### src/rtl/mem_arb_pkg.sv
// Shared types and constants for the unified-RAM arbiter between instruction fetch and load/store.
package mem_arb_pkg;

    typedef enum logic [1:0] {
        IDLE   = 2'd0,
        IF_ACC = 2'd1,
        LS_ACC = 2'd2
    } arb_state_e;

    typedef enum logic [1:0] {
        WIN_NONE = 2'd0,
        WIN_IF   = 2'd1,
        WIN_LS   = 2'd2
    } winner_e;

    localparam logic [2:0] LT_LB  = 3'b000;
    localparam logic [2:0] LT_LH  = 3'b001;
    localparam logic [2:0] LT_LW  = 3'b010;
    localparam logic [2:0] LT_LBU = 3'b100;
    localparam logic [2:0] LT_LHU = 3'b101;

    localparam logic [2:0] ST_SB  = 3'b000;
    localparam logic [2:0] ST_SH  = 3'b001;
    localparam logic [2:0] ST_SW  = 3'b010;

    // Width of the IF starvation counter; bounds the usable starvation limit to 15.
    localparam int CNT_W = 4;

endpackage

### src/rtl/mem_arbiter_if.sv
// Requester and memory-port signal bundle for mem_arbiter.
// The slave modport is the arbiter's view; master is the environment's view.
interface mem_arbiter_if #(
    parameter int ADDR_W = 32,
    parameter int DATA_W = 32
);
    logic              if_req;
    logic [ADDR_W-1:0] if_addr;
    logic              if_gnt;
    logic              if_rvalid;
    logic [DATA_W-1:0] if_rdata;

    logic              ls_req;
    logic              ls_we;
    logic [ADDR_W-1:0] ls_addr;
    logic [DATA_W-1:0] ls_wdata;
    logic [2:0]        ls_load_type;
    logic [2:0]        ls_store_type;
    logic              ls_gnt;
    logic              ls_rvalid;
    logic [DATA_W-1:0] ls_rdata;

    logic              stall_if;
    logic              stall_ls;

    logic              mem_read_en;
    logic              mem_write_en;
    logic [ADDR_W-1:0] mem_addr;
    logic [DATA_W-1:0] mem_wdata;
    logic [2:0]        mem_load_type;
    logic [2:0]        mem_store_type;
    logic [DATA_W-1:0] mem_rdata;

    modport slave (
        input  if_req, if_addr,
        input  ls_req, ls_we, ls_addr, ls_wdata, ls_load_type, ls_store_type,
        input  mem_rdata,
        output if_gnt, if_rvalid, if_rdata,
        output ls_gnt, ls_rvalid, ls_rdata,
        output stall_if, stall_ls,
        output mem_read_en, mem_write_en, mem_addr, mem_wdata, mem_load_type, mem_store_type
    );

    modport master (
        output if_req, if_addr,
        output ls_req, ls_we, ls_addr, ls_wdata, ls_load_type, ls_store_type,
        output mem_rdata,
        input  if_gnt, if_rvalid, if_rdata,
        input  ls_gnt, ls_rvalid, ls_rdata,
        input  stall_if, stall_ls,
        input  mem_read_en, mem_write_en, mem_addr, mem_wdata, mem_load_type, mem_store_type
    );

endinterface

### src/rtl/mem_arb_prio.sv
// Combinational winner select: LSU beats IF unless IF has been starved to the limit.
module mem_arb_prio
    import mem_arb_pkg::*;
(
    input  logic    if_req_i,
    input  logic    ls_req_i,
    input  logic    starve_i,
    output winner_e winner_o
);

    // Priority resolution for the current arbitration cycle.
    always_comb begin
        winner_o = WIN_NONE;
        if (if_req_i && starve_i) begin
            winner_o = WIN_IF;
        end else if (ls_req_i) begin
            winner_o = WIN_LS;
        end else if (if_req_i) begin
            winner_o = WIN_IF;
        end else begin
            winner_o = WIN_NONE;
        end
    end

endmodule

### src/rtl/mem_arbiter.sv
// Single-port RAM arbiter: one access per two cycles, grant and memory drive in the same cycle.
// Optional MEM_ARB_PERF_EN adds grant/conflict performance counters.
module mem_arbiter
    import mem_arb_pkg::*;
#(
    parameter int ADDR_W     = 32,
    parameter int DATA_W     = 32,
    parameter int STARVE_MAX = 4
) (
    input  logic        clk,
    input  logic        reset_n,
`ifdef MEM_ARB_PERF_EN
    output logic [31:0] perf_if_grants,
    output logic [31:0] perf_ls_grants,
    output logic [31:0] perf_conflicts,
`endif
    mem_arbiter_if.slave bus
);

    localparam logic [CNT_W-1:0] STARVE_LIM = CNT_W'(STARVE_MAX);

    arb_state_e        state_q;
    logic [CNT_W-1:0]  starve_q;
    logic              ls_we_q;
    logic [DATA_W-1:0] if_rdata_q;
    logic [DATA_W-1:0] ls_rdata_q;

    winner_e winner_s;
    logic    idle_s;
    logic    starve_s;
    logic    if_gnt_s;
    logic    ls_gnt_s;
    logic    if_rvalid_s;
    logic    ls_rvalid_s;

    // Gating with reset_n keeps every output quiet while reset is held.
    assign idle_s      = reset_n && (state_q == IDLE);
    assign starve_s    = (starve_q == STARVE_LIM);
    assign if_rvalid_s = reset_n && (state_q == IF_ACC);
    assign ls_rvalid_s = reset_n && (state_q == LS_ACC);

    mem_arb_prio u_prio (
        .if_req_i (bus.if_req && idle_s),
        .ls_req_i (bus.ls_req && idle_s),
        .starve_i (starve_s),
        .winner_o (winner_s)
    );

    assign if_gnt_s = (winner_s == WIN_IF);
    assign ls_gnt_s = (winner_s == WIN_LS);

    assign bus.if_gnt    = if_gnt_s;
    assign bus.ls_gnt    = ls_gnt_s;
    assign bus.if_rvalid = if_rvalid_s;
    assign bus.ls_rvalid = ls_rvalid_s;
    assign bus.if_rdata  = if_rvalid_s ? bus.mem_rdata : if_rdata_q;
    assign bus.ls_rdata  = (ls_rvalid_s && !ls_we_q) ? bus.mem_rdata : ls_rdata_q;
    assign bus.stall_if  = reset_n && bus.if_req && !if_gnt_s;
    assign bus.stall_ls  = reset_n && bus.ls_req && (state_q != LS_ACC);

    // Memory port carries the winner's request only in its grant cycle.
    always_comb begin
        bus.mem_read_en    = 1'b0;
        bus.mem_write_en   = 1'b0;
        bus.mem_addr       = {ADDR_W{1'b0}};
        bus.mem_wdata      = {DATA_W{1'b0}};
        bus.mem_load_type  = 3'b000;
        bus.mem_store_type = 3'b000;
        case (winner_s)
            WIN_IF: begin
                bus.mem_read_en   = 1'b1;
                bus.mem_addr      = bus.if_addr;
                bus.mem_load_type = LT_LW;
            end
            WIN_LS: begin
                bus.mem_read_en    = !bus.ls_we;
                bus.mem_write_en   = bus.ls_we;
                bus.mem_addr       = bus.ls_addr;
                bus.mem_wdata      = bus.ls_wdata;
                bus.mem_load_type  = bus.ls_load_type;
                bus.mem_store_type = bus.ls_store_type;
            end
            default: begin
                bus.mem_read_en = 1'b0;
            end
        endcase
    end

    // Access FSM, read-data capture and IF starvation tracking.
    always_ff @(posedge clk) begin
        if (!reset_n) begin
            state_q    <= IDLE;
            starve_q   <= {CNT_W{1'b0}};
            ls_we_q    <= 1'b0;
            if_rdata_q <= {DATA_W{1'b0}};
            ls_rdata_q <= {DATA_W{1'b0}};
        end else begin
            case (state_q)
                IDLE: begin
                    if (if_gnt_s) begin
                        state_q <= IF_ACC;
                    end else if (ls_gnt_s) begin
                        state_q <= LS_ACC;
                        ls_we_q <= bus.ls_we;
                    end else begin
                        state_q <= IDLE;
                    end
                end
                IF_ACC: begin
                    if_rdata_q <= bus.mem_rdata;
                    state_q    <= IDLE;
                end
                LS_ACC: begin
                    if (!ls_we_q) begin
                        ls_rdata_q <= bus.mem_rdata;
                    end
                    state_q <= IDLE;
                end
                default: state_q <= IDLE;
            endcase

            if (if_gnt_s) begin
                starve_q <= {CNT_W{1'b0}};
            end else if (bus.if_req && ls_gnt_s) begin
                if (starve_q < STARVE_LIM) begin
                    starve_q <= starve_q + {{(CNT_W-1){1'b0}}, 1'b1};
                end
            end else if ((state_q == IDLE) && !bus.if_req) begin
                starve_q <= {CNT_W{1'b0}};
            end
        end
    end

`ifdef MEM_ARB_PERF_EN
    logic [31:0] perf_if_q;
    logic [31:0] perf_ls_q;
    logic [31:0] perf_cf_q;

    // Free-running, wrapping event counters.
    always_ff @(posedge clk) begin
        if (!reset_n) begin
            perf_if_q <= 32'd0;
            perf_ls_q <= 32'd0;
            perf_cf_q <= 32'd0;
        end else begin
            if (if_gnt_s) begin
                perf_if_q <= perf_if_q + 32'd1;
            end
            if (ls_gnt_s) begin
                perf_ls_q <= perf_ls_q + 32'd1;
            end
            if (idle_s && bus.if_req && bus.ls_req) begin
                perf_cf_q <= perf_cf_q + 32'd1;
            end
        end
    end

    assign perf_if_grants = perf_if_q;
    assign perf_ls_grants = perf_ls_q;
    assign perf_conflicts = perf_cf_q;
`endif

endmodule

### src/flat_wrapper.sv
// flat-port wrapper written by rule: the top's interface ports become plain ports
module mem_arbiter_flat import mem_arb_pkg::*;
#(
    parameter int ADDR_W     = 32,
    parameter int DATA_W     = 32,
    parameter int STARVE_MAX = 4
)
  (clk, reset_n, bus_if_req, bus_if_addr, bus_ls_req, bus_ls_we, bus_ls_addr, bus_ls_wdata, bus_ls_load_type, bus_ls_store_type, bus_mem_rdata, bus_if_gnt, bus_if_rvalid, bus_if_rdata, bus_ls_gnt, bus_ls_rvalid, bus_ls_rdata, bus_stall_if, bus_stall_ls, bus_mem_read_en, bus_mem_write_en, bus_mem_addr, bus_mem_wdata, bus_mem_load_type, bus_mem_store_type);
  mem_arbiter_if #(.ADDR_W(ADDR_W), .DATA_W(DATA_W)) bus_i ();
  input  logic clk;
  input  logic reset_n;
  input wire logic [$bits(bus_i.if_req)-1:0] bus_if_req;
  input wire logic [$bits(bus_i.if_addr)-1:0] bus_if_addr;
  input wire logic [$bits(bus_i.ls_req)-1:0] bus_ls_req;
  input wire logic [$bits(bus_i.ls_we)-1:0] bus_ls_we;
  input wire logic [$bits(bus_i.ls_addr)-1:0] bus_ls_addr;
  input wire logic [$bits(bus_i.ls_wdata)-1:0] bus_ls_wdata;
  input wire logic [$bits(bus_i.ls_load_type)-1:0] bus_ls_load_type;
  input wire logic [$bits(bus_i.ls_store_type)-1:0] bus_ls_store_type;
  input wire logic [$bits(bus_i.mem_rdata)-1:0] bus_mem_rdata;
  output wire logic [$bits(bus_i.if_gnt)-1:0] bus_if_gnt;
  output wire logic [$bits(bus_i.if_rvalid)-1:0] bus_if_rvalid;
  output wire logic [$bits(bus_i.if_rdata)-1:0] bus_if_rdata;
  output wire logic [$bits(bus_i.ls_gnt)-1:0] bus_ls_gnt;
  output wire logic [$bits(bus_i.ls_rvalid)-1:0] bus_ls_rvalid;
  output wire logic [$bits(bus_i.ls_rdata)-1:0] bus_ls_rdata;
  output wire logic [$bits(bus_i.stall_if)-1:0] bus_stall_if;
  output wire logic [$bits(bus_i.stall_ls)-1:0] bus_stall_ls;
  output wire logic [$bits(bus_i.mem_read_en)-1:0] bus_mem_read_en;
  output wire logic [$bits(bus_i.mem_write_en)-1:0] bus_mem_write_en;
  output wire logic [$bits(bus_i.mem_addr)-1:0] bus_mem_addr;
  output wire logic [$bits(bus_i.mem_wdata)-1:0] bus_mem_wdata;
  output wire logic [$bits(bus_i.mem_load_type)-1:0] bus_mem_load_type;
  output wire logic [$bits(bus_i.mem_store_type)-1:0] bus_mem_store_type;
  assign bus_i.if_req = bus_if_req;
  assign bus_i.if_addr = bus_if_addr;
  assign bus_i.ls_req = bus_ls_req;
  assign bus_i.ls_we = bus_ls_we;
  assign bus_i.ls_addr = bus_ls_addr;
  assign bus_i.ls_wdata = bus_ls_wdata;
  assign bus_i.ls_load_type = bus_ls_load_type;
  assign bus_i.ls_store_type = bus_ls_store_type;
  assign bus_i.mem_rdata = bus_mem_rdata;
  assign bus_if_gnt = bus_i.if_gnt;
  assign bus_if_rvalid = bus_i.if_rvalid;
  assign bus_if_rdata = bus_i.if_rdata;
  assign bus_ls_gnt = bus_i.ls_gnt;
  assign bus_ls_rvalid = bus_i.ls_rvalid;
  assign bus_ls_rdata = bus_i.ls_rdata;
  assign bus_stall_if = bus_i.stall_if;
  assign bus_stall_ls = bus_i.stall_ls;
  assign bus_mem_read_en = bus_i.mem_read_en;
  assign bus_mem_write_en = bus_i.mem_write_en;
  assign bus_mem_addr = bus_i.mem_addr;
  assign bus_mem_wdata = bus_i.mem_wdata;
  assign bus_mem_load_type = bus_i.mem_load_type;
  assign bus_mem_store_type = bus_i.mem_store_type;
  mem_arbiter #(.ADDR_W(ADDR_W), .DATA_W(DATA_W), .STARVE_MAX(STARVE_MAX)) u_core (.clk(clk), .reset_n(reset_n), .bus(bus_i));
endmodule
### config.mk
export PLATFORM = sky130hd
export DESIGN_NAME = mem_arbiter_flat
export DESIGN_NICKNAME = d
export VERILOG_FILES = /design/src/rtl/mem_arb_pkg.sv /design/src/rtl/mem_arbiter_if.sv /design/src/rtl/mem_arb_prio.sv /design/src/rtl/mem_arbiter.sv /design/src/flat_wrapper.sv
export SDC_FILE = /design/constraint.sdc
export NUM_CORES = 1
export LEC_CHECK = 0
export CAP_MARGIN = 20
export CORE_AREA = 2 2 109 111
export CTS_CLUSTER_DIAMETER = 50
export CTS_CLUSTER_SIZE = 12
export DETAILED_ROUTE_END_ITERATION = 6
export DIE_AREA = 0 0 111 113
export PLACE_DENSITY = 0.84
export SLEW_MARGIN = 20
export SYNTH_ARGS = -nofsm -noshare
export SYNTH_HDL_FRONTEND = slang
export SYNTH_HIERARCHICAL = 1
export SYNTH_SLANG_ARGS = --single-unit
### constraint.sdc
create_clock -name clk -period 5.1 [get_ports clk]
set_input_delay 1.53 -clock clk [delete_from_list [all_inputs] [get_ports clk]]
set_output_delay 1.53 -clock clk [all_outputs]
set_load 0.01 [all_outputs]
Word level (Yosys, flattened, before mapping):

Index checks and enable logic that the tools add are counted.
W data, S select, Z words.

* add/subtract/negate cells: 1
* multiply operators: 0
* divide/modulo/power cells: 0
* $lt $le $gt $ge: 1
* equal/unequal tests: 7
* shifts and indexed selects: 0
* muxes and demuxes: 16
* bitwise gates (word level): 4
* reduce and logical (&&, ||, !) cells: 25

Operator list (count)
* $mux W32: 3
* $pmux W32 S2: 1
* $logic_and A1 B1 Y1: 13
* $mux W4: 3
* $mux W2: 3
* $pmux W3 S2: 1
* $reduce_and A2 Y1: 3
* $add A4 B1 Y4 const B: 1
* $eq A2 B1 Y1 const B: 2
* $eq A2 B2 Y1 const B: 2
* $eq A4 B3 Y1 const B: 1
* $logic_not A1 Y1: 4
* $lt A4 B3 Y1 const B: 1
* $ne A2 B2 Y1 const B: 2
* $not A1 Y1: 4
* $mux W1: 3
* $mux W3: 1
* $reduce_and A3 Y1: 1
* $reduce_or A3 Y1: 1
* $logic_not A2 Y1: 1
* $pmux W1 S2: 1
* $reduce_bool A2 Y1: 1
* $reduce_or A2 Y1: 1

* register bits after elaboration: 71
* latch bits: 0
* memory bits (writable): 0
* bits in read-only memories: 0
* input port bits: 139
* output and inout port bits: 142
* logic and storage cells: 60
* memories kept: 0

Longest topological paths before layout:

* depth after elaboration: 10
* depth in mapped cells: 12
* depth with buffers taken out: 11

Hierarchy:

The synthesis kept the hierarchy.

By module, submodules not included
* mem_arbiter: instances 1, cells an instance 389, area each 3962.6 um^2, seq. area each 1421.4 um^2
* mem_arb_prio: instances 1, cells an instance 3, area each 18.8 um^2, seq. area each 0.0 um^2

Worst setup path after synthesis:

Ideal clock, no wire load.

* path type: input to output
* from: in bus_ls_req
* to: out bus_mem_addr[0]
* arrival: 3032 ps
* required time: 3570 ps
* path slack: 538 ps
* stages on the path: 8
* path buffers: 2
* cell sequence: nand2_1 > nor3_1 > a21boi_1 > ha_1 > clkbuf_1 > clkbuf_1 > a22oi_1 > nor2_1

* longest elaborated chain between the ends: 5
* elaborated cells on any way between the ends: 6
* classes of those cells: eq/ne (2); mux (3); reduce/logical (1)

Ends and longest elaborated chain
* from (decl): line flat_wrapper.sv:14 `input wire logic [$bits(bus_i.ls_req)-1:0] bus_ls_req;`
* $logic_and A1 B1 Y1: line mem_arbiter.sv:44 `.ls_req_i (bus.ls_req && idle_s),`
* $mux W2: line mem_arb_prio.sv:16 `end else if (ls_req_i) begin`
* $mux W2: line mem_arb_prio.sv:14 `if (if_req_i && starve_i) begin`
* via u_core.winner_s[1]: line mem_arbiter.sv:28 `winner_e winner_s;`
* $eq A2 B2 Y1
* via bus_ls_gnt: line flat_wrapper.sv:24 `output wire logic [$bits(bus_i.ls_gnt)-1:0] bus_ls_gnt;`
* $pmux W32 S2: line mem_arbiter.sv:69 `case (winner_s)`
* to (decl): line flat_wrapper.sv:31 `output wire logic [$bits(bus_i.mem_addr)-1:0] bus_mem_addr;`

The timed path passes the listed nets, and every way through them passes these cells.

Worst setup path after layout:

* from: in bus_ls_req
* to: out bus_mem_wdata[4]

* longest elaborated chain between the ends: 5

Ends and longest elaborated chain
* $logic_and A1 B1 Y1: line mem_arbiter.sv:44
* $mux W2: line mem_arb_prio.sv:16
* $mux W2: line mem_arb_prio.sv:14
* via u_core.winner_s[1]: line mem_arbiter.sv:28
* $eq A2 B2 Y1: line mem_arbiter.sv:69
* $mux W32: line mem_arbiter.sv:69
* to (decl): line flat_wrapper.sv:32 `output wire logic [$bits(bus_i.mem_wdata)-1:0] bus_mem_wdata;`

The timed path passes the listed nets, and every way through them passes these cells.

==> summary.txt <==
Post-DP HPWL - 11400 um
Initial drt markers - 251
Final min period - 4.96 ns
Vias per cell - 5.14
Core area - 11300 sq um
Mapped Nets - 537
Most common cell after layout, fill and taps aside - clkdlybuf4s50_1
Vias - 4228
Synth async-reset ratio - 0%
Worst VDD drop - 0.000172 V
Proportion of netlist area held by the largest area contributor - 35.7%
Register bit count reported by yosys - 71
Vias in the first global route - 4515
Clk sinks - 71
Commonest cells after routing, fill and taps aside - clkdlybuf4s50_1 (212), dfxtp_1 (71), a22o_1 (64), dlygate4sd2_1 (57), and2_1 (40)
HP Class - flop to flop
Post-synthesis instance area - 3980 sq um
Setup WS pre-CTS - -0.469 ns
Critical Path End Type - primary output
Overall die height - 113 um
Clock-pin slew on the worst setup and hold paths - 0.05 ns
CP max FO - 40
# port buffers - 280
Met1 usage - 25.4%
Clk Latency, worst-skew pair - 0.32 ns
CP bufs+invs - 4
CP startpoint - bus_ls_req
Max-Slew Margin vs Limit - 32.1%
Initial antenna violation count - 0
Worst hold path startpoint - u_core/ls_rdata_q[5]$_SDFFE_PN0P_
H-tree lvl count - 3
CP top delay family - buffers and inverters
WS Path Type - input pin to primary output
Final WL - 15100 um
DIE AREA - 12500 sq um
Pre-antenna DRT Iters - 4
Initial Utilization - 35.3%
Crit path required time - 3.57 ns
Antenna Cells - 0
Final setup vio count - 0
Worst slew pin tran - 1.02 ns
Die Wd - 111 um
Drc violations - 0
Seq/Total Area, Yosys - 35.7%
Routing usage on met3 - 6.70%
Final hold vios - 0
Worst r2r src - u_core/starve_q[0]$_SDFFE_PP0P_
Max_cap viols - 0
Crit path max-delay cell type - clkdlybuf4s50_1
Syn Area/Cell - 10.2 sq um
Post-synthesis cell count - 392
Cell taking the most area after synthesis - dfxtp_1
Gpl congestion - 0.914
Share of layout cells above drive strength 1 - 20.2%
ANT nets after route - 0
Number of flops mapped to enable cells by yosys - 0
CP max stage delay - 0.53 ns
Top cells by area, synth - dfxtp_1 (36%), a22o_1 (14%), mux2_4 (11%), mux2_2 (10%), and2_1 (6.3%)
Number of buffers created by CTS - 9
Final Max Slew Viols - 0
Maximum clock frequency - 201 MHz
P_leak - 3.17 nW
Worst Setup Start Kind - input pin
GRT Resource Usage Total - 23.1%
Met2 Use GR - 42.7%
Post-route clock period utilization - 97.3%
CTS Buffer Depth - 2
Critical path arrival - 3.43 ns
Row count - 39
Skew final - 0.00768 ns
Gr busiest metal - met2
Synth Warn # - 6
Root Driver - clkbuf_16
CP Cell Sequence - dlygate4sd2_1, nand2_1, nor3_4, a21boi_4, buf_4, ha_2, buf_12, and2_1, clkdlybuf4s50_1
Count of cell types in the netlist - 30
First-pass GRT wire length - 23500 um
Unrepaired setup endpoints after global routing - no
CTS tree - yes
Status - finished, final reports clean
Largest net degree at the start of global routing - 41
Final setup margin - 0.135 ns
Ys flop type - dfxtp_1
Area growth, synth to finish - 87.2%
Wire per inst - 18.4 um
P per Cell Area - 217 nW/um^2
I/O pin count - 281
Grt total ovfl - 0
Design area - 7450 sq um
Placed Instance Area - 7010 sq um
Fin nets - 819
where the power goes:
group / internal, mW / switching (mW) / total, mW
Clock: 0.404 / 0.225 / 0.629
Sequential: 0.571 / 0.0110 / 0.582
Combinational: 0.247 / 0.161 / 0.408
Total: 1.22 / 0.398 / 1.62
registers in the layout (all words and copies together), names as in the netlist:
register,cells
u_core/ls_we_q,1
u_core/if_rdata_q,32
u_core/state_q,2
u_core/ls_rdata_q,32
u_core/starve_q,4
kinds of logic after synthesis:
kind of cell / after synthesis / synth area share (%)
compound gates: 105 / 21.6
flops: 71 / 35.7
buf+inv: 46 / 6.54
simple gates: 98 / 13.0
fa+ha+maj: 6 / 1.89
mux: 66 / 21.2
worst paths after layout:
check | endpoint | slack (ns) | cells after the start
worst max-delay path | bus_mem_wdata[4] | 0.14 | 9
worst min-delay path | u_core/ls_rdata_q[5]$_SDFFE_PN0P_ | 0.47 | 1
worst max register to register | u_core/starve_q[0]$_SDFFE_PP0P_ | 2.83 | 12
worst min register to register | u_core/ls_rdata_q[5]$_SDFFE_PN0P_ | 0.47 | 1
what timing repair did:
item	4_1_cts	5_1_grt
hold buffers	0	0
buffers inserted	2	1
gates resized for setup	96	11
pin swaps	1	2
setup endpoints to repair	111	63
gates cloned	2	0
layer usage:
| layer | up-vias | part of all wire [%] |
|---|---|---|
| met5 | - | 0 |
| met2 | 173 | 52 |
| met1 | 2036 | 40 |
| met4 | 0 | 2.3 |
| li1 | 1995 | - |
| met3 | 24 | 6.3 |
cell usage after synthesis (2+ instances only):
library cell and n:
dfxtp_1 71, a22o_1 64, and2_1 40, nor2_1 37, mux2_2 36, a22oi_1 32, mux2_4 28, clkbuf_1 22
inv_1 8, nor3_1 7, buf_4 6, ha_1 6, buf_2 5, nand2_1 5, a21boi_1 3, a21oi_1 3
and3b_1 2, buf_12 2, buf_6 2, mux2i_1 2, nor2b_1 2
layout make-up:
type	instances	area (sq um)
Clock inverter	5	56.3
Clock buffer	11	253
Multi-Input combinational cell	275	2420
Sequential cell	71	1420
Fill cell	884	3820
Inverter	8	30.0
Tap cell	143	179
Timing Repair Buffer	309	3100
worst register-to-register path, stage by stage, from the launching register on:
cell and delay, ns:
dfxtp_1 0.32, inv_1 0.09, ha_1 0.15, nand2_1 0.05, nor2_1 0.23, inv_1 0.13
a21boi_4 0.17, inv_2 0.08, ha_2 0.21, buf_12 0.16, and4bb_2 0.26, and2_1 0.16
o21a_1 0.17
stage by stage:
step           setup TNS, ns  power, mW  std cells  hold slack (ns)  util (%)
3_5_place_dp          -25.18      0.993        801            0.454      62.2
6_report                   0       1.62        822            0.471      66.1
5_1_grt                    0       1.68        822            0.486      66.1
4_1_cts             -0.00873       1.63        821            0.471      65.7
3_3_place_gp          -18.10      0.985        801            0.452      62.2
2_1_floorplan              0      0.739        392            0.438         -
Power figures use the tool's default switching activity.
